<file path="src/rtl/dec_pkg.sv">
// Shared types and constants for the registered one-hot decoder/sequencer.
package dec_pkg;

  typedef enum logic [1:0] {
    ST_IDLE   = 2'd0,
    ST_DIRECT = 2'd1,
    ST_SCAN   = 2'd2
  } state_e;

  localparam logic MODE_DIRECT = 1'b0;
  localparam logic MODE_SCAN   = 1'b1;

endpackage

</file>
<file path="src/rtl/dec_onehot.sv">
// Combinational AW-to-2^AW one-hot decoder; all-zero output when en is low.
module dec_onehot #(
  parameter  int unsigned AW   = 2,
  localparam int unsigned NOUT = 1 << AW
) (
  input  logic            en,
  input  logic [AW-1:0]   addr,
  output logic [NOUT-1:0] onehot
);

  // Single bit set at addr, or nothing when disabled.
  always_comb begin
    onehot = '0;
    if (en) onehot[addr] = 1'b1;
  end

endmodule

</file>
<file path="src/rtl/dec_onehot_seq.sv">
// Registered one-hot select generator: DIRECT decodes an accepted address,
// SCAN sweeps all lines with a programmable dwell.
// Build option: DEC_SCAN_EN enables SCAN mode, the dwell counter and wrap pulse.
module dec_onehot_seq #(
  parameter  int unsigned AW   = 2,
  parameter  int unsigned DW   = 4,
  localparam int unsigned NOUT = 1 << AW
) (
  input  logic            clk,
  input  logic            rst,
  input  logic            en,
  input  logic            mode,
  input  logic [AW-1:0]   addr_in,
  input  logic            in_valid,
  output logic            in_ready,
  input  logic [DW-1:0]   dwell,
  output logic [NOUT-1:0] dout,
  output logic            out_valid,
  output logic [AW-1:0]   cur_addr,
  output logic            wrap
);
  import dec_pkg::*;

  state_e            state_q, state_d;
  logic [AW-1:0]     addr_q, addr_d;
  logic              on_d;
  logic              vld_q;
  logic [NOUT-1:0]   dout_q, dout_d;
  logic              wrap_q, wrap_d;
  logic              mode_int;
  logic              accept;

`ifdef DEC_SCAN_EN
  logic [DW-1:0]     cnt_q, cnt_d;
  assign mode_int = mode;
`else
  logic              unused_cfg;
  assign mode_int   = MODE_DIRECT;
  assign unused_cfg = ^{mode, dwell};
`endif

  // Ready depends only on enable and mode, never on state.
  assign in_ready = en & (mode_int == MODE_DIRECT);
  assign accept   = in_valid & in_ready;

  // Next-state, next select index and wrap pulse.
  always_comb begin
    state_d = state_q;
    addr_d  = addr_q;
    on_d    = vld_q;
    wrap_d  = 1'b0;
`ifdef DEC_SCAN_EN
    cnt_d   = cnt_q;
`endif
    if (!en) begin
      state_d = ST_IDLE;
      on_d    = 1'b0;
    end else if (mode_int == MODE_SCAN) begin
`ifdef DEC_SCAN_EN
      if (state_q != ST_SCAN) begin
        state_d = ST_SCAN;
        addr_d  = '0;
        on_d    = 1'b1;
        cnt_d   = '0;
      end else if (cnt_q >= dwell) begin
        cnt_d   = '0;
        addr_d  = AW'(addr_q + AW'(1));
        on_d    = 1'b1;
        wrap_d  = (addr_q == AW'(NOUT - 1));
      end else begin
        cnt_d   = DW'(cnt_q + DW'(1));
      end
`endif
    end else begin
      state_d = ST_DIRECT;
      if (accept) begin
        addr_d = addr_in;
        on_d   = 1'b1;
      end
    end
  end

  dec_onehot #(.AW(AW)) u_dec (
    .en     (on_d),
    .addr   (addr_d),
    .onehot (dout_d)
  );

  // State and registered outputs.
  always_ff @(posedge clk or posedge rst) begin
    if (rst) begin
      state_q <= ST_IDLE;
      addr_q  <= '0;
      vld_q   <= 1'b0;
      dout_q  <= '0;
      wrap_q  <= 1'b0;
`ifdef DEC_SCAN_EN
      cnt_q   <= '0;
`endif
    end else begin
      state_q <= state_d;
      addr_q  <= addr_d;
      vld_q   <= on_d;
      dout_q  <= dout_d;
      wrap_q  <= wrap_d;
`ifdef DEC_SCAN_EN
      cnt_q   <= cnt_d;
`endif
    end
  end

  assign dout      = dout_q;
  assign out_valid = vld_q;
  assign cur_addr  = addr_q;
  assign wrap      = wrap_q;

endmodule

</file>
<file path="config.mk">
export PLATFORM = sky130hd
export DESIGN_NAME = dec_onehot_seq
export DESIGN_NICKNAME = d
export VERILOG_FILES = /design/src/rtl/dec_pkg.sv /design/src/rtl/dec_onehot.sv /design/src/rtl/dec_onehot_seq.sv
export SDC_FILE = /design/constraint.sdc
export NUM_CORES = 1
export LEC_CHECK = 0
export CAP_MARGIN = 10
export CORE_AREA = 8 8 45 47
export CTS_BUF_LIST = sky130_fd_sc_hd__clkbuf_4 sky130_fd_sc_hd__clkbuf_8 sky130_fd_sc_hd__clkbuf_16
export CTS_CLUSTER_SIZE = 12
export DETAILED_ROUTE_END_ITERATION = 12
export DIE_AREA = 0 0 53 55
export HOLD_SLACK_MARGIN = 0.15
export PLACE_DENSITY_LB_ADDON = 0.3
export SLEW_MARGIN = 15
export SYNTH_ARGS = -nofsm -noshare
export SYNTH_HDL_FRONTEND = slang
export SYNTH_HIERARCHICAL = 1
export SYNTH_SLANG_ARGS = --single-unit
export TNS_END_PERCENT = 50
</file>
<file path="constraint.sdc">
create_clock -name clk -period 1.3 [get_ports clk]
set_input_delay 0.195 -clock clk [delete_from_list [all_inputs] [get_ports clk]]
set_output_delay 0.195 -clock clk [all_outputs]
set_load 0.02 [all_outputs]
</file>
==> reports/qor.txt, run 1 <==
critical path class: input pin to output port
layout filler cell count: 150
die width: 53 µm
layout cells sized above 1: 0.265
period utilization: 0.960
via count: 197
CTS Root Cell: clkbuf_4
Worst setup EP type: output port
postcts setup bufs: 0
critical path cell sequence: clkdlybuf4s50_1 -> dlygate4sd2_1
Synth Instances: 19
Area Growth Syn to Fin: 55.6%
Hold/Removal Path Class: input pin to async pin
Port Buffers: 13
Clock Skew: 0.000552 ns
DRT antenna net count: 0
VDD IR max: 0.000338 V
status: finished clean
CP max stage delay: 0.51 ns
I/O pin count: 20
post-route DRC violation count: 0
Via density: 3.94
Peak Freq: 802 MHz
grt met3 use: 0.0187
post-synth top area share: 0.628
leading area contributor after synthesis: dfrtp_1
Mean Syn Cell Area: 14.7 µm²
Syn Nets: 30
RSZ-0062 raised after global routing: no
final critical-path required period: 1.25 ns
ant diodes: 0
CP Buf/Inv Count: 2
Area contributors post-synth: dfrtp_1, mux2_4, and3b_1, buf_4, nor3b_2
final setup fails: 0
later-pin clock latency in the skew report: 0.25 ns
drt first pass iters: 1
Unique masters post-synth: 10
highest fanout seen on the critical path: 3
grt ovf: 0
H-Tree Depth: 1
M2 GR Usage: 0.0996
static leakage: 0.235 nW
#FFs+latches synth: 7
dpl cell area: 414 µm²
Starting DRT DRC Count: 0
chip height: 55 µm
critical path's top delay family: buffers and inverters
Final Cell Area: 434 µm²
Mapped Area: 279 µm²
WP data required: 1.11 ns
CTS sink cnt: 7
vias in the first global route: 227
power density over cell area: 1360 nW/µm²
cell row count: 14
Core Region: 1380 µm²
final wirelength: 679 µm
initial antenna violation count: 0
synth warn: 6
clock buffer count from CTS: 3
largest net degree at the start of global routing: 8
TritonCTS clock tree: yes
drt wl/cell: 13.6 µm
Arr. time, crit path: 1.05 ns
Top Usage Layer GRT: met4
Global Route Usage Sum: 0.0577
final hold slack: 0.163 ns
Worst-path clk slew: 0.05 ns
HPWL Detailed: 557 µm
starting density of the core: 0.202
clk buf depth: 2
met1 usage: 0.0308
critical path's slowest cell: clkdlybuf4s50_1
Final nets: 46
sequential-to-total area share from yosys stat: 0.628
Slew Limit Fails: 0
wire length of the first global-routing pass: 1.04 mm
Fin. Hold Viols: 0
Max-Cap Viols: 0
CP startpoint kind: input pin
gpl congestion: 0.572
die area: 2920 µm²
## worst reg2reg max path, cell delays in order, from the launching register on
cell and delay (ns):
dfrtp_1 0.37, mux2_4 0.29, and3_2 0.21
## cell type report
cell class                      instances  area (µm²)  share of cell area
Inverter                                1        3.75             0.00865
Clock buffer                            4        30.0              0.0692
Tap cell                               16        20.0              0.0461
Sequential cell                         7         175               0.403
Multi-Input combinational cell          9        85.1               0.196
Timing Repair Buffer                   13         120               0.277
## power by group
part,total [mW],internal (mW),switching [mW]
sequential,0.245,0.238,0.00782
combinational,0.121,0.0560,0.0647
clock,0.223,0.138,0.0844
total,0.589,0.432,0.157
## worst paths after layout
kind,startpoint,end,slack [ns],cells past startpoint
max in group asynchronous,rst,out_valid$_DFF_PP0_,0.93,2
worst min-delay path,rst,dout[3]$_DFF_PP0_,0.16,2
worst max-delay path,en,in_ready,0.05,2
min in group clk,cur_addr[1]$_DFF_PP0_,cur_addr[1]$_DFF_PP0_,0.56,1
worst min register to register,cur_addr[1]$_DFF_PP0_,cur_addr[1]$_DFF_PP0_,0.56,1
worst max register to register,cur_addr[1]$_DFF_PP0_,dout[3]$_DFF_PP0_,0.32,2
## cells in the final DEF (no fill, tap or decap), drive strengths merged
master / instances
dlygate4sd2: 8
dfrtp: 7
clkdlybuf4s50: 5
clkbuf: 4
mux2: 2
and3b: 2
nand2: 1
o21a: 1
inv: 1
conb: 1
nor3b: 1
and3: 1
## state kept, by name (all words and copies together) (netlist names)
signal     flops
cur_addr       2
dout           4
out_valid      1
## synthesized netlist by cell type
cell and instances:
dfrtp_1 7, and3b_1 2, buf_4 2, mux2_4 2, and3_2 1, conb_1 1
inv_1 1, nand2_2 1, nor3b_2 1, o21a_1 1
## logic make-up after synthesis
| family | count (synthesis) | synth area share |
|---|---|---|
| other cells | 1 | 0.0134 |
| mux | 2 | 0.108 |
| simple gates | 5 | 0.157 |
| compound gates | 1 | 0.0269 |
| buf+inv | 3 | 0.0672 |
| flops | 7 | 0.628 |
## routing by layer
metal | part of all wire | wire length [µm]
met5 | 0 | 0
met1 | 0.25 | 168
met2 | 0.60 | 405
met3 | 0.075 | 51
met4 | 0.078 | 53
## stage by stage
stage           util  setup WS (ns)  instances  TNS [ns]  total power, mW
3_3_place_gp   0.299         -0.220         46    -0.642            0.384
2_1_floorplan      -          0.263         19         0            0.322
3_5_place_dp   0.299         -0.227         46    -0.780            0.389
6_report       0.314         0.0525         50         0            0.589
5_1_grt        0.314         0.0178         50         0            0.625
4_1_cts        0.314         0.0466         50         0            0.602
## timing repair
item / 4_1_cts / 5_1_grt
endpoints found under the setup margin: 8 / 0
hold buffers: 0 / 0
gates resized for setup: 8 / 0
(Power assumes the default switching activity.)
==> inputs of run 2 (changes only) <==
--- a/config.mk
+++ b/config.mk
@@ -7,13 +7,12 @@
 export LEC_CHECK = 0
 export CAP_MARGIN = 10
 export CORE_AREA = 8 8 45 47
-export CTS_BUF_LIST = sky130_fd_sc_hd__clkbuf_4 sky130_fd_sc_hd__clkbuf_8 sky130_fd_sc_hd__clkbuf_16
+export CTS_BUF_LIST = sky130_fd_sc_hd__clkbuf_2 sky130_fd_sc_hd__clkbuf_4 sky130_fd_sc_hd__clkbuf_8
 export CTS_CLUSTER_SIZE = 12
 export DETAILED_ROUTE_END_ITERATION = 12
 export DIE_AREA = 0 0 53 55
 export HOLD_SLACK_MARGIN = 0.15
 export PLACE_DENSITY_LB_ADDON = 0.3
-export SLEW_MARGIN = 15
 export SYNTH_ARGS = -nofsm -noshare
 export SYNTH_HDL_FRONTEND = slang
 export SYNTH_HIERARCHICAL = 1
==> results of run 2 <==
Same layout as run 1: the final DEF is identical, and so are final timing and power.
